`config.mk`:
```
export PLATFORM = sky130hd
export DESIGN_NAME = control_multi_hs
export DESIGN_NICKNAME = d
export VERILOG_FILES = /design/src/rtl/control_multi_hs.sv
export SDC_FILE = /design/constraint.sdc
export NUM_CORES = 1
export LEC_CHECK = 0
export ABC_AREA = 1
export CAP_MARGIN = 10
export CORE_MARGIN = 2
export CORE_UTILIZATION = 50
export CTS_BUF_LIST = sky130_fd_sc_hd__clkbuf_2 sky130_fd_sc_hd__clkbuf_4 sky130_fd_sc_hd__clkbuf_8
export CTS_CLUSTER_DIAMETER = 200
export CTS_CLUSTER_SIZE = 8
export DETAILED_ROUTE_END_ITERATION = 10
export PLACE_DENSITY_LB_ADDON = 0.05
export SKIP_CTS_REPAIR_TIMING = 1
export SLEW_MARGIN = 0
export SYNTH_ARGS = -nofsm -noshare
export SYNTH_HDL_FRONTEND = slang
export SYNTH_SLANG_ARGS = --single-unit
```
`constraint.sdc`:
```
create_clock -name iCLK -period 2 [get_ports iCLK]
set_input_delay 0.3 -clock iCLK [delete_from_list [all_inputs] [get_ports iCLK]]
set_output_delay 0.3 -clock iCLK [all_outputs]
set_load 0.05 [all_outputs]
```
`src/rtl/control_multi_hs.sv`:
```
// Multicycle RV32I control FSM with req/ready memory handshake, watchdog and retire counter.
// Optional feature: define CTRL_TRAP_EN to divert faults to a one-cycle TRAP state instead of sticky ERRO.
module control_multi_hs #(
  parameter int unsigned TIMEOUT_CYC = 16,
  parameter int unsigned CNT_W       = 32
) (
  input  logic             iCLK,
  input  logic             iRST_N,
  input  logic [6:0]       iOp,
  input  logic [2:0]       iFunct3,
  input  logic [6:0]       iFunct7,
  input  logic             iMemReady,
  output logic             oMemReq,
  output logic             oIRWrite,
  output logic             oPCWrite,
  output logic             oPCWriteCond,
  output logic             oIorD,
  output logic             oMemRead,
  output logic             oMemWrite,
  output logic             oMemtoReg,
  output logic             oRegWrite,
  output logic [1:0]       oALUSrcA,
  output logic [2:0]       oALUSrcB,
  output logic [1:0]       oALUOp,
  output logic [1:0]       oPCSource,
  output logic [5:0]       oState,
  output logic             oRetire,
  output logic [CNT_W-1:0] oInstrCnt,
  output logic             oErr
);

  typedef enum logic [5:0] {
    S_FETCH    = 6'd0,
    S_DECODE   = 6'd1,
    S_EX_R     = 6'd2,
    S_EX_I     = 6'd3,
    S_MEM_ADDR = 6'd4,
    S_MEM_RD   = 6'd5,
    S_MEM_WB   = 6'd6,
    S_MEM_WR   = 6'd7,
    S_BRANCH   = 6'd8,
    S_JAL      = 6'd9,
    S_JALR     = 6'd10,
    S_LUI      = 6'd11,
    S_AUIPC    = 6'd12,
    S_ALU_WB   = 6'd13,
`ifdef CTRL_TRAP_EN
    S_TRAP     = 6'd62,
`endif
    S_ERRO     = 6'd63
  } state_e;

  localparam logic [6:0] OP_R      = 7'b0110011;
  localparam logic [6:0] OP_IMM    = 7'b0010011;
  localparam logic [6:0] OP_LOAD   = 7'b0000011;
  localparam logic [6:0] OP_STORE  = 7'b0100011;
  localparam logic [6:0] OP_BRANCH = 7'b1100011;
  localparam logic [6:0] OP_JAL    = 7'b1101111;
  localparam logic [6:0] OP_JALR   = 7'b1100111;
  localparam logic [6:0] OP_LUI    = 7'b0110111;
  localparam logic [6:0] OP_AUIPC  = 7'b0010111;

`ifdef CTRL_TRAP_EN
  localparam state_e ERR_TGT = S_TRAP;
`else
  localparam state_e ERR_TGT = S_ERRO;
`endif

  localparam bit          WD_EN  = (TIMEOUT_CYC != 0);
  localparam int unsigned WD_W   = (TIMEOUT_CYC < 2) ? 1 : $clog2(TIMEOUT_CYC + 1);
  localparam logic [WD_W-1:0] WD_LIM = WD_EN ? WD_W'(TIMEOUT_CYC - 1) : '0;

  state_e           state_q, state_d;
  logic [WD_W-1:0]  wd_q, wd_d;
  logic [CNT_W-1:0] cnt_q;
  logic             link_q, link_d;
  logic             mem_req;
  logic             timeout;

  // funct3 selects the ALU operation inside the datapath's ALU control, not here.
  logic unused_funct3;
  assign unused_funct3 = ^iFunct3;

  assign mem_req = (state_q == S_FETCH) || (state_q == S_MEM_RD) || (state_q == S_MEM_WR);
  assign timeout = WD_EN && mem_req && !iMemReady && (wd_q == WD_LIM);

  // Reset must withdraw the request at once, without waiting for a clock edge.
  assign oMemReq   = mem_req & iRST_N;
  assign oState    = state_q;
  assign oInstrCnt = cnt_q;

  always_comb begin
    wd_d = '0;
    if (WD_EN && mem_req && !iMemReady) wd_d = wd_q + WD_W'(1);
    // Link writeback (rd <- oldPC+4) happens in the ALU_WB cycle right after JAL/JALR.
    link_d = (state_q == S_JAL) || (state_q == S_JALR);
  end

  always_comb begin
    // NOTE: every output and next-state gets a default first so no path can infer a latch.
    state_d      = state_q;
    oIRWrite     = 1'b0;
    oPCWrite     = 1'b0;
    oPCWriteCond = 1'b0;
    oIorD        = 1'b0;
    oMemRead     = 1'b0;
    oMemWrite    = 1'b0;
    oMemtoReg    = 1'b0;
    oRegWrite    = 1'b0;
    oALUSrcA     = 2'd0;
    oALUSrcB     = 3'd0;
    oALUOp       = 2'd0;
    oPCSource    = 2'd0;
    oRetire      = 1'b0;
    oErr         = 1'b0;

    unique case (state_q)
      S_FETCH: begin
        oMemRead = 1'b1;
        oALUSrcB = 3'd1;
        if (iMemReady) begin
          oIRWrite = 1'b1;
          oPCWrite = 1'b1;
          state_d  = S_DECODE;
        end else if (timeout) begin
          state_d  = ERR_TGT;
        end
      end

      S_DECODE: begin
        oALUSrcA = 2'd2;
        oALUSrcB = 3'd3;
        case (iOp)
          OP_R:               state_d = S_EX_R;
          OP_IMM:             state_d = S_EX_I;
          OP_LOAD, OP_STORE:  state_d = S_MEM_ADDR;
          OP_BRANCH:          state_d = S_BRANCH;
          OP_JAL:             state_d = S_JAL;
          OP_JALR:            state_d = S_JALR;
          OP_LUI:             state_d = S_LUI;
          OP_AUIPC:           state_d = S_AUIPC;
          default:            state_d = ERR_TGT;
        endcase
      end

      S_EX_R: begin
        oALUSrcA = 2'd1;
        oALUOp   = 2'd2;
        if (iFunct7 == 7'h00 || iFunct7 == 7'h20) state_d = S_ALU_WB;
        else                                      state_d = ERR_TGT;
      end

      S_EX_I: begin
        oALUSrcA = 2'd1;
        oALUSrcB = 3'd2;
        oALUOp   = 2'd2;
        state_d  = S_ALU_WB;
      end

      S_ALU_WB: begin
        oRegWrite = 1'b1;
        oRetire   = 1'b1;
        if (link_q) begin
          oALUSrcA = 2'd2;
          oALUSrcB = 3'd1;
        end
        state_d = S_FETCH;
      end

      S_MEM_ADDR: begin
        oALUSrcA = 2'd1;
        oALUSrcB = 3'd2;
        state_d  = (iOp == OP_STORE) ? S_MEM_WR : S_MEM_RD;
      end

      S_MEM_RD: begin
        oMemRead = 1'b1;
        oIorD    = 1'b1;
        if (iMemReady)    state_d = S_MEM_WB;
        else if (timeout) state_d = ERR_TGT;
      end

      S_MEM_WB: begin
        oRegWrite = 1'b1;
        oMemtoReg = 1'b1;
        oRetire   = 1'b1;
        state_d   = S_FETCH;
      end

      S_MEM_WR: begin
        oMemWrite = 1'b1;
        oIorD     = 1'b1;
        if (iMemReady) begin
          oRetire = 1'b1;
          state_d = S_FETCH;
        end else if (timeout) begin
          state_d = ERR_TGT;
        end
      end

      S_BRANCH: begin
        oALUSrcA     = 2'd1;
        oALUOp       = 2'd1;
        oPCWriteCond = 1'b1;
        oPCSource    = 2'd1;
        oRetire      = 1'b1;
        state_d      = S_FETCH;
      end

      S_JAL: begin
        oPCWrite  = 1'b1;
        oPCSource = 2'd1;
        state_d   = S_ALU_WB;
      end

      S_JALR: begin
        oALUSrcA  = 2'd1;
        oALUSrcB  = 3'd2;
        oPCWrite  = 1'b1;
        oPCSource = 2'd2;
        state_d   = S_ALU_WB;
      end

      S_LUI: begin
        // ALUOp 3 passes operand B through, giving the bare upper immediate.
        oALUSrcB = 3'd4;
        oALUOp   = 2'd3;
        state_d  = S_ALU_WB;
      end

      S_AUIPC: begin
        oALUSrcA = 2'd2;
        oALUSrcB = 3'd4;
        state_d  = S_ALU_WB;
      end

`ifdef CTRL_TRAP_EN
      S_TRAP: begin
        oErr      = 1'b1;
        oPCWrite  = 1'b1;
        oPCSource = 2'd3;
        state_d   = S_FETCH;
      end
`endif

      S_ERRO: begin
        oErr = 1'b1;
      end

      default: state_d = S_ERRO;
    endcase
  end

  // NOTE: state uses non-blocking assignments so every register samples pre-edge values.
  always_ff @(posedge iCLK or negedge iRST_N) begin
    if (!iRST_N) begin
      state_q <= S_FETCH;
      wd_q    <= '0;
      cnt_q   <= '0;
      link_q  <= 1'b0;
    end else begin
      state_q <= state_d;
      wd_q    <= wd_d;
      link_q  <= link_d;
      if (oRetire) cnt_q <= cnt_q + CNT_W'(1);
    end
  end

endmodule

```
Word level (Yosys, flattened, before mapping)
Cells that the tools add are included.
Operators by class
  reductions and logical operators: 22
  add/subtract/negate cells: 2
  mux-type cells: 26
  equal/unequal tests: 25
  bitwise operators: 1
Operator list (count)
  $pmux 6 s9: 1
  $pmux 6 s8: 1
  $eq 6x4->1 const B: 6
  $add 32x1->32 const B: 1
  $mux 6: 5
  $eq 7x6->1 const B: 4
  $eq 6x3->1 const B: 4
  $eq 7x7->1 const B: 3
  $reduce_or 2->1: 9
  $pmux 3 s5: 1
  $eq 7x5->1 const B: 2
  $eq 6x2->1 const B: 2
  $pmux 2 s3: 2
  $mux 1: 10
  $reduce_or 5->1: 2
  $eq 7x2->1 const B: 1
  $logic_not 7->1: 1
  $eq 6x1->1 const B: 1
  $eq 6x6->1 const B: 1
  $logic_not 6->1: 1
  $reduce_or 3->1: 2
  $add 5x1->5 const B: 1
  $eq 5x4->1 const B: 1
  $mux 5: 1
  7 further kinds: 13
Storage, ports and cells
  bits of input ports: 20
  logic and storage cells: 80
  output and inout port bits: 58
  register bits after elaboration: 44

Logic depth before layout (Yosys ltp)
Gate-level depths: netlist (run 1).
  word-level depth: 8
  gate-level depth with buffers: 11
  gate-level depth less buffers: 11

Least setup slack after synthesis (run 1)
Ideal clock, no wire load.
  kind: register -> output
  start: register state_q[1], in the netlist oState[1]
  end: output oALUSrcA[0]
  cell stages (with the launch flop): 7
  slack: -582 ps
  required time: 1700 ps
  arrival: 2282 ps
  buffers on the path: 0
  path through: dfrtp_1 > nand2_1 > nor2_2 > inv_1 > nor2_1 > inv_1 > nand4_1
Between the ends
  longest elaborated chain between the ends: 3
  elaborated cells between the ends (all ways): 11
  classes of those cells: eq/ne: 8; mux: 1; reduce/logical: 2
Ends and longest elaborated chain
  start: declaration: line 73  | state_e state_q, state_d;
  start signal: assignment: line 262  | state_q <= state_d;
  $eq 6x4->1 (tied with other cells): line 117  | unique case (state_q)
  $reduce_or 5->1 (no source line) or $reduce_or 2->1 (tied branches)
  $pmux 2 s3 (*): line 117
  end: declaration: line 22  | output logic [1:0] oALUSrcA,
Every way passes the cells marked *; elsewhere a longest branch is shown, timed or not.

Worst setup path in the final report (run 1)
  start: register state_q[1], in the netlist oState[1]
  end: output oRetire
Between the ends
  longest elaborated chain between the ends: 3
  elaborated cells between the ends (all ways): 6
  classes of those cells: eq/ne: 4; mux: 1; reduce/logical: 1
Ends and longest elaborated chain
  $eq 6x4->1 or $eq 6x3->1 (tied branches): line 117
  $reduce_or 3->1 (no source line)
  $pmux 1 s2 (*): line 117
  end: declaration: line 27  | output logic oRetire,
Marks and branches as above.

==> metrics.csv, run 1 <==
metric,value,unit
dp_cells,626,
clockBufferDepth,2,
layoutNonFillerInstCount,646,
multi_input_area,0.00183,mm^2
syn-num-nets,492,
layout_commonest_cell,nand2_1,
grt_max_degree,45,
synth.distinct_cells,30,
die_w,82.9,um
power_frac_clock,0.415,
ioPinCount,78,
p_leak,2.23,nW
portBuffers,73,
stdcell_area,0.00450,mm^2
clk_pin_slew,90,ps
dp_hpwl,6880,um
slowest_stage,dfrtp_2,
wl,8860,um
ant_nets,0,
final.min_clock_period,1950,ps
cts.sinks,44,
clock_skew,7.71,ps
hold_violations,0,
avgSynthCellArea,6.64,um^2
hp-class,primary input to asynchronous set/reset pin,
clockRootBuffer,clkbuf_8,
final-setup-viol-count,0,
clock_latency,300,ps
postSynthCellCount,469,
die_area,0.00687,mm^2
antenna_cells,0,
fmax,512,MHz
drc_errors,0,
dpl-instance-area,0.00422,mm^2
relSlewSlack,0.622,
p_comb_frac,0.059,
seq_area,0.00111,mm^2
synthTopCellsByArea,"dfrtp_1 (35%), nand2_1 (20%), nor2_1 (7.8%)",
crit_type,flop to output pin,
grt_pass1_vias,3155,
synth_top_area_cell,dfrtp_1,
rows,28,
core-area,0.00596,mm^2
final_max_slew_viol_count,0,
die_h,82.9,um
cts_tree,built,
ys_warn_count,0,
vias,3355,
tns,0,ps
crit_top_cell,nor2_4,
post-route-period-util,0.977,
p_int,1.31,mW
syn2layout_area_growth,44.5,%
cp.arrival,1650,ps
n_fill_cell,481,
pwr_density_cell,379,mW/mm^2
syn_area,0.00311,mm^2
overflow,0,
avgViaCountPerCell,5.19,
vdd_drop_max,0.386,mV
post-route-util,0.755,
start_util,0.523,
nets,593,
layout_common_cells,"nand2_1 (160), nor2_1 (61), inv_1 (54), clkdlybuf4s50_1 (49), dfrtp_1 (38)",
required,1700,ps
antenna_found_initial,0,
fin_total_pwr,1.71,mW
pwr-share-seq,0.526,
cp_cell_sequence,inv_1 > nand2_2 > nor2_4 > nand2_1 > nand2_4 > nor2_4 > nand2_8 > buf_12,
htreeDepth,2,
maxCapViolCount,0,
start_kind,flop,
tightest_slew,566,ps
dr.pass1.iters,5,
drive_gt1_frac,0.186,
track_usage,0.264,
end_kind,output pin,
cp_max_fo,11,
wl_per_cell,13.7,um
p_sw_frac,0.231,
switching_power,0.394,mW
grt_pass1_wl,15000,um
crit_path_max_incr_delay,480,ps
status,finished clean,
cts_buffers,5,
rsz0062_at_grt,true,
ys_ff_latch,44,
netlist.area_leader.share,0.354,
drtIter0Drc,200,
ys_seq_area_frac,0.354,
place_congestion,0.953,
-- worst paths after layout --
check                              from            end  slack, ps  depth (start not counted)
max                           oState[1]        oRetire         50                          8
min                              iRST_N   oInstrCnt[6]        140                          2
max reg2reg                oInstrCnt[1]  oInstrCnt[26]        190                         10
min reg2reg                     wd_q[0]        wd_q[0]        470                          1
max in group asynchronous        iRST_N      oState[4]       1450                          2
min in group iCLK               wd_q[0]        wd_q[0]        470                          1
-- per-stage QoR --
stage                     hold slack [ps]  worst slack, ps
final                                 140             45.3
after global routing                  194            -49.5
after CTS                             165             -140
after detailed placement              466              174
after global placement                449              197
after floorplan                      4.41            -82.0
-- metal layers --
layer  GRT usage  vias to the layer above  routed length (um)  share of wire
met5           0                        -                   0              0
met4      0.0566                        0                  85         0.0096
met3      0.0427                        7                 651          0.073
met2       0.410                      128                4000           0.45
met1       0.388                     1549                4120           0.46
li1            -                     1671                   -              -
-- final cells by class --
cell class,count,share of cell area
Timing Repair Buffer,98,0.249
Clock inverter,3,0.0106
Tap cell,75,0.0209
Clock buffer,5,0.0153
Inverter,61,0.0515
Multi-Input combinational cell,360,0.406
Sequential cell,44,0.247
-- critical path: cells and delay by family, from the launching register on --
| kind | cells | cell delay (ps) |
|---|---|---|
| flip-flops | 1 | 480 |
| buffers and inverters | 2 | 240 |
| AND/OR/NAND/NOR | 6 | 620 |
-- cells in the mapped netlist, drive strengths merged --
library cell	number
o21ai	14
or2	1
nand2	173
nand4	11
a21boi	1
a21oi	3
xnor2	7
buf	4
nor3b	2
ha	3
nor3	10
nand3b	5
nor2	76
inv	61
xor2	11
nand3	41
dfrtp	44
o311ai	2
-- registers in the layout, summed over array words and instances, names as in the netlist --
register and count:
oInstrCnt 32, link_q 1, wd_q 5, oState 6
-- logic make-up (layout without fill, tap and decap cells) --
logic type | count (synthesis) | in the layout | share of synthesized area
compound gates | 20 | 20 | 0.0354
xor+xnor | 18 | 18 | 0.0579
fa+ha+maj | 3 | 3 | 0.0121
buf+inv | 65 | 167 | 0.0848
simple gates | 319 | 319 | 0.456
flops | 44 | 44 | 0.354
-- power groups by stage --
stage                     Sequential (mW)  Clock (mW)  Combinational [mW]
after floorplan                     0.926           0              0.0212
after global placement              0.915           0              0.0994
after detailed placement            0.915           0               0.102
after CTS                           0.897       0.708               0.102
after global routing                0.898       0.751               0.114
final                               0.897       0.708               0.101
Power figures use the tool's default switching activity.
==> run 2: changes to the inputs <==
CORE_ASPECT_RATIO = 1.75   (was not set)
CORE_MARGIN = 1   (was 2)
==> metrics.csv, run 2 (synthesis gave the netlist of run 1 again) <==
metric,value,unit,change
layout_common_cells,"nand2_1 (159), nor2_1 (61), inv_1 (52), clkdlybuf4s50_1 (52), dfrtp_1 (40)",,"was nand2_1 (160), nor2_1 (61), inv_1 (54), clkdlybuf4s50_1 (49), dfrtp_1 (38)"
htreeDepth,2,,unchanged
place_congestion,1.00,,was 0.953
crit_path_max_incr_delay,470,ps,was 480 ps
drc_errors,0,,unchanged
cp_cell_sequence,inv_1 > nand2_2 > nor2_4 > inv_2 > nor2_4 > inv_2 > nand4_1 > buf_12,,was inv_1 > nand2_2 > nor2_4 > nand2_1 > nand2_4 > nor2_4 > nand2_8 > buf_12
violations,setup timing,,
cts_buffers,5,,unchanged
wl,10200,um,was 8860 um
maxCapViolCount,0,,unchanged
drtIter0Drc,180,,was 200
post-route-period-util,1.01,,was 0.977
cts_tree,built,,unchanged
start_kind,flop,,unchanged
slowest_stage,dfrtp_2,,unchanged
required,1700,ps,about the same
relSlewSlack,0.623,,was 0.622
antenna_found_initial,0,,unchanged
clock_skew,6.28,ps,was 7.71 ps
cp_max_fo,5,,was 11
track_usage,0.317,,was 0.264
dp_cells,629,,was 626
layout_commonest_cell,nand2_1,,unchanged
final.min_clock_period,2020,ps,was 1950 ps
tns,-20.0,ps,was 0 ps
die_w,61.6,um,was 82.9 um
core-area,0.00593,mm^2,was 0.00596 mm^2
critPathBufInv,4,,was 2
overflow,0,,unchanged
ioPinCount,78,,unchanged
dp_slack,98.0,ps,was 174 ps
clock_latency,300,ps,about the same
p_comb_frac,0.062,,was 0.059
final-setup-viol-count,1,,was 0
pwr_density_cell,355,mW/mm^2,was 379 mW/mm^2
avgViaCountPerCell,5.32,,was 5.19
status,"complete, but fails checks",,was finished clean
die_h,106,um,was 82.9 um
p_int,1.23,mW,was 1.31 mW
drive_gt1_frac,0.187,,was 0.186
p_sw_frac,0.235,,was 0.231
final_max_slew_viol_count,0,,unchanged
dr.pass1.iters,4,,was 5
power_frac_clock,0.378,,was 0.415
regToRegSetupSlack,160,ps,was 190 ps
cts.sinks,44,,unchanged
fmax,495,MHz,was 512 MHz
crit_type,flop to output pin,,unchanged
die_area,0.00656,mm^2,was 0.00687 mm^2
grt_max_degree,45,,unchanged
cp_top_family,simple AND/OR/NAND/NOR gates,,unchanged
vdd_drop_max,0.401,mV,was 0.386 mV
dp_hpwl,7630,um,was 6880 um
grt_pass1_vias,3405,,was 3155
vias,3438,,was 3355
fin_ws,-20.0,ps,was 45.3 ps
syn2layout_area_growth,45.0,%,was 44.5%
n_fill_cell,465,,was 481
hold_violations,0,,unchanged
antenna_cells,0,,unchanged
hp-class,primary input to asynchronous set/reset pin,,unchanged
clockRootBuffer,clkbuf_8,,unchanged
rows,37,,was 28
largest_reg_flops,32,,unchanged
grt_pass1_wl,15200,um,was 15000 um
ant_nets,0,,unchanged
end_kind,output pin,,unchanged
rsz0062_at_grt,true,,unchanged
wl_per_cell,15.8,um,was 13.7 um
portBuffers,73,,unchanged
start_util,0.525,,was 0.523
p_leak,2.20,nW,was 2.23 nW
switching_power,0.377,mW,was 0.394 mW
cp.arrival,1720,ps,was 1650 ps
clk_pin_slew,90,ps,about the same
tightest_slew,566,ps,about the same
layoutNonFillerInstCount,646,,unchanged
clockBufferDepth,2,,unchanged
nets,590,,was 593
pwr-share-seq,0.559,,was 0.526
## run 2: metal layers
layer  part of all wire  track usage  up-vias
met1               0.36        0.323     1605
li1                   -            -     1665
met2               0.54        0.555      131
met4              0.062        0.213        0
met5                  0            0        -
met3              0.042       0.0511       37
## run 2: worst register-to-register path: cells and delay by family (launching register included)
family	cells	cell delay, ps
simple gates	5	630
buf+inv	4	630
flops	1	450
compound gates	1	70
## run 2: worst paths after layout
| path | start | depth (start not counted) | endpoint |
|---|---|---|---|
| worst max-delay path | oState[0] | 8 | oALUSrcA[0] |
| max in group asynchronous | iRST_N | 2 | oState[2] |
| worst min-delay path | iRST_N | 2 | oInstrCnt[8] |
| worst min register to register | wd_q[0] | 1 | wd_q[0] |
| worst max register to register | oState[4] | 10 | oInstrCnt[21] |
| min in group iCLK | wd_q[0] | 1 | wd_q[0] |
## run 2: final cells by class
| class | count | area, um^2 | share of cell area |
|---|---|---|---|
| clock inverter | 1 | 7.51 | 0.00166 |
| clock buffer | 7 | 90.1 | 0.0200 |
| sequential | 44 | 1110 | 0.245 |
| timing repair buffer | 95 | 1100 | 0.243 |
| inverter | 61 | 231 | 0.0513 |
| multi-input combinational | 360 | 1880 | 0.417 |
| tap | 78 | 97.6 | 0.0216 |
## run 2: power groups by stage
stage	registers [mW]	clock network [mW]	logic [mW]
6_report	0.898	0.607	0.0997
5_1_grt	0.898	0.648	0.110
4_1_cts	0.898	0.618	0.0993
3_5_place_dp	0.916	0	0.0991
3_3_place_gp	0.915	0	0.0969
2_1_floorplan	0.926	0	0.0212
## run 2: through the flow
stage | hold slack, ps | power, mW | instance area, um^2 | util
after floorplan | 4.41 | 0.947 | 3140 | -
after global placement | 444 | 1.01 | 4210 | 0.711
after detailed placement | 462 | 1.01 | 4210 | 0.711
after CTS | 160 | 1.62 | 4310 | 0.727
after global routing | 210 | 1.66 | 4510 | 0.762
final | 153 | 1.60 | 4510 | 0.762
